$ cat src/rtl/fsqrt_sched.sv
// Two-requester front end for a shared, fixed-latency fsqrt pipeline.
// Credit-gated round-robin issue, a result tag pipeline, and one result FIFO per requester.
module fsqrt_sched #(
  parameter int LAT   = 4,
  parameter int DEPTH = 4
) (
  input  logic        clk,
  input  logic        rstn,
  input  logic        req0_valid,
  input  logic [31:0] req0_data,
  output logic        req0_ready,
  input  logic        req1_valid,
  input  logic [31:0] req1_data,
  output logic        req1_ready,
  output logic        rsp0_valid,
  output logic [31:0] rsp0_data,
  input  logic        rsp0_ready,
  output logic        rsp1_valid,
  output logic [31:0] rsp1_data,
  input  logic        rsp1_ready,
  output logic [31:0] fu_s,
  input  logic [31:0] fu_d,
  output logic        busy
);

  localparam int AW = $clog2(DEPTH);
  localparam int CW = AW + 1;

  logic [1:0]       req_valid;
  logic [1:0]       req_ready;
  logic [1:0]       rsp_valid;
  logic [1:0]       rsp_ready;
  logic [1:0][31:0] rsp_data;
  logic [1:0]       elig;
  logic [1:0]       grant;
  logic [1:0]       acc;
  logic [1:0]       cnt_nz;

  logic             ptr_reg;
  logic [31:0]      fu_s_reg;
  logic             busy_reg;
  // Stage 0 lines up with fu_s, so stage LAT lines up with the matching fu_d.
  logic [LAT:0]     vld_reg;
  logic [LAT:0]     tag_reg;

  assign req_valid  = {req1_valid, req0_valid};
  assign rsp_ready  = {rsp1_ready, rsp0_ready};
  assign req0_ready = req_ready[0];
  assign req1_ready = req_ready[1];
  assign rsp0_valid = rsp_valid[0];
  assign rsp1_valid = rsp_valid[1];
  assign rsp0_data  = rsp_data[0];
  assign rsp1_data  = rsp_data[1];
  assign fu_s       = fu_s_reg;
  assign busy       = busy_reg;

  // ptr_reg holds the last granted requester; on a tie the other one wins.
  assign grant[0] = elig[0] && (!elig[1] || ptr_reg);
  assign grant[1] = elig[1] && (!elig[0] || !ptr_reg);

  genvar gi;
  generate
    for (gi = 0; gi < 2; gi++) begin : g_chan
      logic [CW-1:0] cnt_reg;
      logic [CW-1:0] cnt_next;
      logic [AW:0]   wr_ptr_reg;
      logic [AW:0]   rd_ptr_reg;
      logic [31:0]   mem [DEPTH];
      logic          has_credit;
      logic          full;
      logic          empty;
      logic          wr_en;
      logic          rd_en;

      assign has_credit    = cnt_reg < CW'(DEPTH);
      assign elig[gi]      = req_valid[gi] && has_credit;
      assign req_ready[gi] = rstn && has_credit && !grant[1 - gi];
      assign acc[gi]       = req_valid[gi] && req_ready[gi];

      assign empty = (wr_ptr_reg == rd_ptr_reg);
      assign full  = (wr_ptr_reg[AW] != rd_ptr_reg[AW]) &&
                     (wr_ptr_reg[AW-1:0] == rd_ptr_reg[AW-1:0]);
      assign wr_en = vld_reg[LAT] && (tag_reg[LAT] == 1'(gi));

      assign rsp_valid[gi] = rstn && !empty;
      assign rd_en         = rsp_valid[gi] && rsp_ready[gi];
      assign rsp_data[gi]  = mem[rd_ptr_reg[AW-1:0]];
      assign cnt_nz[gi]    = (cnt_next != '0);

      always_comb begin
        cnt_next = cnt_reg;
        if (acc[gi] && !rd_en) begin
          cnt_next = cnt_reg + CW'(1);
        end else if (!acc[gi] && rd_en) begin
          cnt_next = cnt_reg - CW'(1);
        end
      end

      always_ff @(posedge clk) begin
        if (!rstn) begin
          cnt_reg    <= '0;
          wr_ptr_reg <= '0;
          rd_ptr_reg <= '0;
        end else begin
          cnt_reg <= cnt_next;
          if (wr_en) begin
            wr_ptr_reg <= wr_ptr_reg + (AW+1)'(1);
          end
          if (rd_en) begin
            rd_ptr_reg <= rd_ptr_reg + (AW+1)'(1);
          end
        end
      end

      // Storage has no reset so it can map onto plain RAM; pointers gate visibility.
      always_ff @(posedge clk) begin
        if (wr_en) begin
          mem[wr_ptr_reg[AW-1:0]] <= fu_d;
        end
      end

      a_no_overflow: assert property (@(posedge clk) disable iff (!rstn)
        !(wr_en && full && !rd_en));
    end
  endgenerate

  always_ff @(posedge clk) begin
    if (!rstn) begin
      ptr_reg  <= 1'b1;
      fu_s_reg <= 32'h0;
      busy_reg <= 1'b0;
      vld_reg  <= '0;
      tag_reg  <= '0;
    end else begin
      if (|acc) begin
        ptr_reg <= acc[1];
      end
      fu_s_reg <= acc[0] ? req0_data : (acc[1] ? req1_data : 32'h0);
      vld_reg  <= {vld_reg[LAT-1:0], |acc};
      tag_reg  <= {tag_reg[LAT-1:0], acc[1]};
      busy_reg <= |cnt_nz;
    end
  end

endmodule
$ cat config.mk
export PLATFORM = sky130hd
export DESIGN_NAME = fsqrt_sched
export DESIGN_NICKNAME = d
export VERILOG_FILES = /design/src/rtl/fsqrt_sched.sv
export SDC_FILE = /design/constraint.sdc
export NUM_CORES = 1
export LEC_CHECK = 0
export ABC_AREA = 1
export CAP_MARGIN = 20
export CORE_UTILIZATION = 48
export CTS_CLUSTER_DIAMETER = 40
export DETAILED_ROUTE_END_ITERATION = 8
export PLACE_DENSITY = 0.76
export SETUP_SLACK_MARGIN = 0.15
export SLEW_MARGIN = 5
export SYNTH_ARGS = -nofsm -noshare
export SYNTH_HDL_FRONTEND = slang
export SYNTH_SLANG_ARGS = --single-unit
$ cat constraint.sdc
create_clock -name clk -period 2.35 [get_ports clk]
set_input_delay 0.47 -clock clk [delete_from_list [all_inputs] [get_ports clk]]
set_output_delay 0.47 -clock clk [all_outputs]
set_load 0.03 [all_outputs]
==> reports/results.txt <==
Slew Viols, Final: 0
Slew @ Worst Pin: 0.468 ns
Drt via density: 5.43
Area growth syn-to-layout: 38.0%
Final Setup Violations: 0
Post-synthesis mux area share: 0%
Row Count: 57
Residual DRC: 0
Flop2flop setup slack: 0.64 ns
Util after Layout: 68.0%
Top cell type's share of synthesized area: 63.7%
Vias post-DR: 8380
PortBufs: 202
Bufs on Longest Clock Path: 3
Vias in the first global route: 8423
N_diodes: 0
DRT Pass-1 Iters: 5
Post-synthesis compound-gate area fraction: 12.0%
Status: completed
Final period utilization: 96.8%
Worst endpoint required time: 1.88 ns
Combinational family with the most area after synthesis: compound AO/OA/AOI/OAI gates
Seq/Total Area, Yosys: 74.7%
Post-synth EDFFs: 256
Post-Syn Nets: 1037
Setup tns final: 0 ns
Number of synthesized register bits: 322
Xor/xnor cell area share of the yosys netlist: 0.436%
Synth unique cells: 32
Max FO, Critical Path: 16
Worst slew margin: 68.7%
Hpwl dp: 18000 microns
Max Fclk: 440 MHz
Syn Inst Count: 921
Crit path kind: register to output port
Die Wd: 161 microns
Cells after DPL: 1448
Synthesized area per cell: 13.1 sq um
Clock transition at path regs: 0.05 ns
VDD IR-drop max: 0.514 mV
Netlist Area Pre-Place: 12100 sq um
Fill count: 1670
Synth top area cells: edfxtp_1 64%, dfxtp_1 11%, o21ai_0 5.7%
Die area: 25800 sq um
Initial antenna violation count: 0
# IOs: 203
Nets: 1302
Layout cells sized above 1: 22.2%
Crit path capture type: output port
Top FF cell, synth: edfxtp_1
Area of the multi-input gates: 2890 sq um
Crit path DAT: 1.81 ns
Root Driver: clkbuf_16
Fin. Hold Viols: 0
H-Tree Depth: 2
Simple-gate share of the synthesized area: 8.06%
Setup Skew: 0.0362 ns
Max Cap Viol: 0
RSZ-0062 raised after global routing: yes
GRT overflow: 0
PwrDens: 791 nW/um^2
Area of the core: 24500 sq um
Clock tree sinks: 322
Adder-cell share of the synthesized area: 1.45%
Post-synth top area cell: edfxtp_1
Sequential cell area: 9020 sq um
P_leak: 0.00618 uW
WL/cell: 19.6 microns
Crit-path max cell delay: 0.46 ns
Worst-Skew Late Latency: 0.54 ns
CTS Hold Bufs: 0
Slowest CP cell: dfxtp_4
Synth warnings: 0
Chip Height: 161 microns
Hold Crit Class: register to register
RePlAce Congestion: 0.746
Hold slack: 0.408 ns
Largest net degree at the start of global routing: 34
CP startpoint kind: register
First-pass GRT wire length: 44400 microns
First DRT Iteration DRCs: 643
Fin crit period: 2.28 ns
Non-Filler Instances: 1542
Final ANT Viol Nets: 0
Number of flip-flops in the largest register: 256
CP cell instances: buf_6, o21ai_0, o22ai_1, buf_4
CTS tree: done
GRT Total Usage: 22.6%
Initial Util: 49.3%
Async SR Flop Fraction: 0%
WL final: 30300 microns
Total CTS buffers: 41
==> area by class of cell <==
type / count / area share (%)
Clock buffer: 50 / 6.68
Clock inverter: 25 / 1.35
Inverter: 52 / 1.31
Multi-Input combinational cell: 499 / 17.3
Sequential cell: 322 / 54.2
Tap cell: 324 / 2.44
Timing Repair Buffer: 270 / 16.6
==> report_power, final <==
group | total, uW | internal [uW] | switching, uW
Combinational | 895 | 415 | 480
Clock | 6020 | 3640 | 2390
Sequential | 6240 | 6220 | 29.1
==> cell usage in the layout (no fill, tap or decap), types with 6 or more instances in the layout <==
| cell type | count |
|---|---|
| nor2_1 | 133 |
| inv_2 | 7 |
| clkinv_2 | 7 |
| clkbuf_1 | 6 |
| buf_2 | 16 |
| a22o_1 | 31 |
| clkdlybuf4s50_1 | 133 |
| buf_4 | 78 |
| ha_1 | 14 |
| edfxtp_1 | 256 |
| buf_12 | 21 |
| nand3_1 | 13 |
| inv_1 | 40 |
| o22ai_1 | 49 |
| nor2_2 | 7 |
| dfxtp_1 | 60 |
| clkbuf_16 | 49 |
| o22ai_2 | 15 |
| buf_6 | 10 |
| nor2_4 | 10 |
| o21ai_0 | 114 |
| o21ai_1 | 16 |
| nand2_1 | 51 |
| a21oi_1 | 16 |
==> metal layers <==
metal  vias to the layer above  global-route usage (%)  wire length (microns)
met5                         -                       0                      0
met4                         0                    7.62                    588
met3                        52                    5.01                   2720
met2                       415                    40.5                  15700
met1                      4017                    26.7                  11300
li1                       3896                       -                      -
==> synth_stat cells, types with 9 or more instances <==
master and count:
a21oi_1 16, a22o_1 31, o21ai_0 137, inv_1 44, o22ai_1 64, nand2_1 52
nand3_1 13, ha_1 14, buf_2 9, clkbuf_1 34, edfxtp_1 256, nor2_1 148
dfxtp_1 66
==> kinds of logic (layout without fill, tap and decap cells) <==
| group | Yosys count | count (layout) |
|---|---|---|
| AOI/OAI and AO/OA | 250 | 250 |
| xor gates and xnor gates | 6 | 6 |
| adders and majority gates | 14 | 14 |
| buffers and inverters | 100 | 397 |
| DFF | 322 | 322 |
| and+or+nand+nor | 229 | 229 |
==> final timing paths <==
check,startpoint,endpoint,cells past startpoint
min,vld_reg[1],vld_reg[2],2
max,register,rsp1_data[29],4
max reg2reg,g_chan[1].cnt_reg[2],busy,11
min reg2reg,vld_reg[1],vld_reg[2],2
==> critical path, delay by kind of cell, from the launching register on <==
kind / cells / cell delay, ns
DFF: 1 / 0.46
buffers and inverters: 2 / 0.42
AOI/OAI and AO/OA: 2 / 0.39
==> stage by stage <==
step	setup WS (ns)	total power [uW]	instance area, sq um
5_1_grt	0.00446	13500	16600
3_3_place_gp	0.111	7210	14800
2_1_floorplan	-0.0431	6760	12100
4_1_cts	0.0665	13200	16300
6_report	0.0747	13200	16600
3_5_place_dp	0.0744	7230	14800
==> timing repair <==
action	CTS	global route
resized for setup	251	87
setup buffers	6	6
cloned	1	6
setup endpoints to repair	64	43
pin swaps	5	17
Power figures use the tool's default switching activity.
